<file path="src/rtl/debug_regs_dumper.sv">
// Snapshots the flattened register-file debug bus on a start pulse and streams it
// out LSB-byte-first, register 0 first, over a registered valid/ready byte port.
module debug_regs_dumper #(
    parameter int PROC_BITS = 32,
    parameter int REG_COUNT = 32
) (
    input  logic                           clk,
    input  logic                           rst,
    input  logic                           i_start,
    input  logic [PROC_BITS*REG_COUNT-1:0] i_debug_regs,
    input  logic                           i_ready,
    output logic [7:0]                     o_data,
    output logic                           o_valid,
    output logic                           o_busy,
    output logic                           o_done
);

    localparam int TOTAL_BITS = PROC_BITS * REG_COUNT;
    localparam int BYTES      = TOTAL_BITS / 8;
    localparam int CNT_W      = $clog2(BYTES);
    localparam int IDX_W      = $clog2(TOTAL_BITS);
    localparam logic [CNT_W-1:0] LAST_CNT = CNT_W'(BYTES - 1);

    typedef enum logic [1:0] {
        ST_IDLE = 2'd0,
        ST_SEND = 2'd1,
        ST_DONE = 2'd2
    } state_t;

    state_t                  state_q, state_d;
    logic [CNT_W-1:0]        cnt_q, cnt_d;
    logic [TOTAL_BITS-1:0]   snap_q, snap_d;
    logic [7:0]              data_q, data_d;
    logic                    valid_q, valid_d;
    logic                    busy_q, busy_d;
    logic                    done_q, done_d;
    logic [IDX_W-1:0]        idx_s;

    // Next-state logic; outputs are derived from the next state so they register
    // in step with it and o_data already shows byte 0 right after the capture edge.
    always_comb begin
        state_d = state_q;
        cnt_d   = cnt_q;
        snap_d  = snap_q;
        case (state_q)
            ST_IDLE: begin
                if (i_start) begin
                    state_d = ST_SEND;
                    cnt_d   = {CNT_W{1'b0}};
                    snap_d  = i_debug_regs;
                end else begin
                    state_d = ST_IDLE;
                end
            end
            ST_SEND: begin
                if (i_ready) begin
                    if (cnt_q == LAST_CNT) begin
                        cnt_d   = {CNT_W{1'b0}};
                        state_d = ST_DONE;
                    end else begin
                        cnt_d = cnt_q + CNT_W'(1);
                    end
                end else begin
                    cnt_d = cnt_q;
                end
            end
            ST_DONE: begin
                state_d = ST_IDLE;
            end
            default: begin
                state_d = ST_IDLE;
                cnt_d   = {CNT_W{1'b0}};
            end
        endcase

        idx_s   = IDX_W'({cnt_d, 3'b000});
        valid_d = (state_d == ST_SEND);
        busy_d  = (state_d == ST_SEND);
        done_d  = (state_d == ST_DONE);
        if (state_d == ST_SEND) begin
            data_d = snap_d[idx_s +: 8];
        end else begin
            data_d = 8'd0;
        end
    end

    // State, counter and output registers.
    always_ff @(posedge clk or negedge rst) begin
        if (!rst) begin
            state_q <= ST_IDLE;
            cnt_q   <= {CNT_W{1'b0}};
            data_q  <= 8'd0;
            valid_q <= 1'b0;
            busy_q  <= 1'b0;
            done_q  <= 1'b0;
        end else begin
            state_q <= state_d;
            cnt_q   <= cnt_d;
            data_q  <= data_d;
            valid_q <= valid_d;
            busy_q  <= busy_d;
            done_q  <= done_d;
        end
    end

    // Snapshot register; its contents only matter while a dump is in flight.
    always_ff @(posedge clk or negedge rst) begin
        if (!rst) begin
            snap_q <= {TOTAL_BITS{1'b0}};
        end else begin
            snap_q <= snap_d;
        end
    end

    assign o_data  = data_q;
    assign o_valid = valid_q;
    assign o_busy  = busy_q;
    assign o_done  = done_q;

endmodule

</file>
<file path="config.mk">
export PLATFORM = sky130hd
export DESIGN_NAME = debug_regs_dumper
export DESIGN_NICKNAME = d
export VERILOG_FILES = /design/src/rtl/debug_regs_dumper.sv
export SDC_FILE = /design/constraint.sdc
export NUM_CORES = 2
export LEC_CHECK = 0
export ABC_AREA = 1
export BUFFER_PORTS_ARGS = -buffer_cell sky130_fd_sc_hd__buf_2
export CORE_AREA = 3 3 404 406
export DETAILED_ROUTE_END_ITERATION = 10
export DIE_AREA = 0 0 407 409
export GPL_TIMING_DRIVEN = 0
export PLACE_DENSITY = 0.57
export SETUP_SLACK_MARGIN = 0.02
export SKIP_LAST_GASP = 1
export SYNTH_ARGS = -nofsm -noshare
export SYNTH_HDL_FRONTEND = slang
export SYNTH_SLANG_ARGS = --single-unit
</file>
<file path="constraint.sdc">
create_clock -name clk -period 2.14 [get_ports clk]
set_input_delay 0.214 -clock clk [delete_from_list [all_inputs] [get_ports clk]]
set_output_delay 0.214 -clock clk [all_outputs]
set_load 0.02 [all_outputs]
</file>
==> results.py <==
metrics = {
    "place": {
        "dp.final_hpwl_um": 227000,
        "routabilityCongestion": 0.981,
        "dp_slack_ns": -2.48,
        "port_buffers": 1038,
        "dp_cells": 10000,
        "placed_area_sq_um": 60600,
    },
    "logic_synthesis": {
        "yosys_warnings": 0,
        "syn_area_sq_um": 52400,
        "ys_ff_latch": 1043,
        "synth_cell_type_count": 26,
        "synth_top_family_by_area": "simple AND/OR/NAND/NOR gates",
        "syn_avg_cell_area_sq_um": 7.68,
        "postSynthNetCount": 7853,
        "yosys.area_share.adder_pct": 0.0239,
        "synth_xor_area_share_pct": 0.0167,
        "ys_seq_area_share_pct": 49.8,
        "synthCells": 6824,
        "synth-compound-area-share_pct": 11.0,
        "synthMuxAreaShare_pct": 0,
        "synth-simple-area-share_pct": 25.3,
    },
    "global_route": {
        "gr-total-overflow": 0,
        "grt_pass1_vias": 59000,
        "grt_usage_pct": 35.6,
        "antenna_found_initial": 72,
        "grt_max_degree": 165,
        "grt_pass1_wl_um": 421000,
    },
    "setup_path": {
        "end_kind": "flip-flop",
        "crit_chain": "ha_2 > o21ai_1 > o21ai_4 > inv_4 > buf_8 > buf_6 > nand3_2 > nand3_1 > nand3_1 > nand3_2 > nand3_4 > nand2_4 > nand2_1 > nand2_1 > nor2_4",
        "slowest_delay_ns": 0.44,
        "start_kind": "flip-flop",
        "cpLargestDelayFamily": "simple AND/OR/NAND/NOR gates",
        "critical_path_class": "flip-flop to flip-flop",
        "crit_buf_inv": 3,
        "worst-path-max-fanout": 10,
        "cp.arrival_ns": 3.62,
        "slowest_stage": "dfrtp_1",
        "required_ns": 2.77,
    },
    "final_layout": {
        "drive_above_1_share_pct": 23.8,
        "fin_area_sq_um": 78700,
        "layout_common_cells": "nand2_1 (1660), buf_2 (1161), inv_1 (1147)",
        "fin_util_pct": 49.1,
        "seqCellArea_sq_um": 26100,
        "final_common_cell": "nand2_1",
        "layout.nets": 10100,
        "finalNonFillerCells": 11300,
        "area_growth_pct": 50.1,
        "nFillCells": 15100,
        "multi_input_area_sq_um": 20800,
    },
    "sta": {
        "setup_violations": 8,
        "worst_pin_slew_ns": 0.908,
        "setup_ws_ns": -0.850,
        "hold_ws_ns": 0.117,
        "clock_skew_ns": 0.0288,
        "finalMaxSlewViolations": 0,
        "finalCriticalPeriod_ns": 2.99,
        "max_freq_ghz": 0.334,
        "rsz0062_at_grt": "true",
        "fin_crit_sh_pct": 140,
        "slew_headroom_pct": 39.5,
        "finalHoldViolCount": 0,
    },
    "floorplan": {
        "die_h_um": 409,
        "die_area_sq_um": 166000,
        "rows": 147,
        "die_w_um": 407,
        "io_pins": 1039,
        "initial_core_util_pct": 32.7,
        "core_sq_um": 160000,
    },
    "detailed_routing": {
        "drt_first_pass_iters": 8,
        "viasPerCell": 5.16,
        "avgRoutedWirePerCell_um": 27.2,
        "routed_wl_um": 309000,
        "vias": 58600,
        "ant_nets": 0,
        "drtIter0Drc": 5657,
        "drc": 0,
    },
    "run": {
        "cap_violations": 0,
    },
    "clock_network": {
        "clk_pin_slew_worst_paths_ns": 0.06,
        "clk_latency_ns": 0.77,
        "clk_path_buf_depth": 3,
        "clock-sinks": 1043,
        "cts_tree": "yes",
        "htreeDepth": 3,
        "cts-buffers-inserted": 119,
        "cts_root_buf": "clkbuf_16",
    },
    "power_and_ir_drop": {
        "ir_worst_vdd_v": 0.000822,
        "p_leak_nw": 41.0,
        "pwr_density_cell_nw_per_um2": 1320,
    },
    "worst_hold_path": {
        "worst_hold_path_type": "input pin to flip-flop",
    },
    "outcome": {
        "status": "finished, violations left",
        "violations": "negative setup slack",
    },
}
-- metal layers --
metal / global-route usage, % / wire, um / vias to the layer above
li1: - / - / 26100
met1: 43.1 / 118000 / 28200
met2: 58.0 / 143000 / 3290
met3: 5.96 / 23400 / 923
met4: 24.1 / 24600 / 22
met5: 0 / 132 / -
-- registers in the layout, summed over array words and instances (netlist names) --
signal   count
cnt_q        7
o_data       8
o_busy       1
o_done       1
snap_q    1024
state_q      2
-- cells in the mapped netlist --
cell / instances / area share [%]
clkbuf_1: 86 / 0.62
a21boi_0: 1 / 0.014
buf_12: 6 / 0.23
o21ai_2: 101 / 1.7
clkbuf_2: 3 / 0.029
buf_2: 262 / 2.5
buf_6: 74 / 1.6
o211ai_1: 22 / 0.31
buf_4: 22 / 0.31
a21oi_1: 8 / 0.076
inv_2: 3 / 0.021
nor2_1: 16 / 0.11
nand2_2: 3 / 0.036
nand2_1: 1675 / 12
buf_1: 35 / 0.25
nand3_4: 1 / 0.033
o21ai_0: 439 / 4.2
buf_8: 4 / 0.11
nor2_2: 1 / 0.012
ha_1: 1 / 0.024
xor2_1: 1 / 0.017
o21ai_1: 492 / 4.7
nand3_1: 1371 / 13
nor3_1: 3 / 0.029
inv_1: 1151 / 8.2
dfrtp_1: 1043 / 50
-- logic make-up after synthesis --
family / count (synthesis)
fa+ha+maj: 1
xor+xnor: 1
buf+inv: 1646
flops: 1043
simple gates: 3070
compound gates: 1063
-- area by class of cell --
class / instances / area share (%)
buffer: 490 / 5.28
tap: 2160 / 3.43
antenna: 35 / 0.111
multi-input combinational: 4135 / 26.5
sequential: 1043 / 33.2
timing repair buffer: 2105 / 20.6
clock buffer: 176 / 4.58
clock inverter: 48 / 0.862
inverter: 1154 / 5.52
-- final timing paths --
kind	startpoint	to	slack, ns	cells after the start
setup / recovery	cnt_q[1]	o_data[3]	-0.85	15
hold / removal	i_ready	o_data[6]	0.12	7
setup reg to reg	cnt_q[1]	o_data[3]	-0.85	15
hold reg to reg	snap_q[842]	snap_q[842]	0.47	2
max in group asynchronous	rst	snap_q[775]	0.27	5
min in group asynchronous	rst	snap_q[445]	0.32	3
-- worst reg2reg max path, stage by stage, from the launching register on --
cell     delay, ns
dfrtp_1       0.44
ha_2          0.30
o21ai_1       0.21
o21ai_4       0.16
inv_4         0.16
buf_8         0.22
buf_6         0.24
nand3_2       0.25
nand3_1       0.15
nand3_1       0.13
nand3_2       0.12
nand3_4       0.13
nand2_4       0.13
nand2_1       0.06
nand2_1       0.11
nor2_4        0.07
-- what timing repair did --
item / in CTS / in global routing
resized for setup: 337 / 572
pin swaps: 11 / 53
cloned: 1 / 12
endpoints found under the hold margin: 1165 / 1
buffers inserted: 6 / 13
endpoints found under the setup margin: 423 / 505
hold buffers: 1026 / 1
-- power by group --
group,internal [mW],switching (mW),leakage [nW]
clock,13.3,9.18,2.11
sequential,27.8,2.30,12.8
combinational,16.9,34.3,26.1
-- per-stage QoR --
stage,power [mW],setup TNS (ns)
6_report,104,-6.40
3_5_place_dp,72.4,-182.11
2_1_floorplan,54.1,0
5_1_grt,108,-6.57
4_1_cts,98.5,-70.63
3_3_place_gp,72.0,-
No activity file was read; power rests on OpenSTA's default activity.
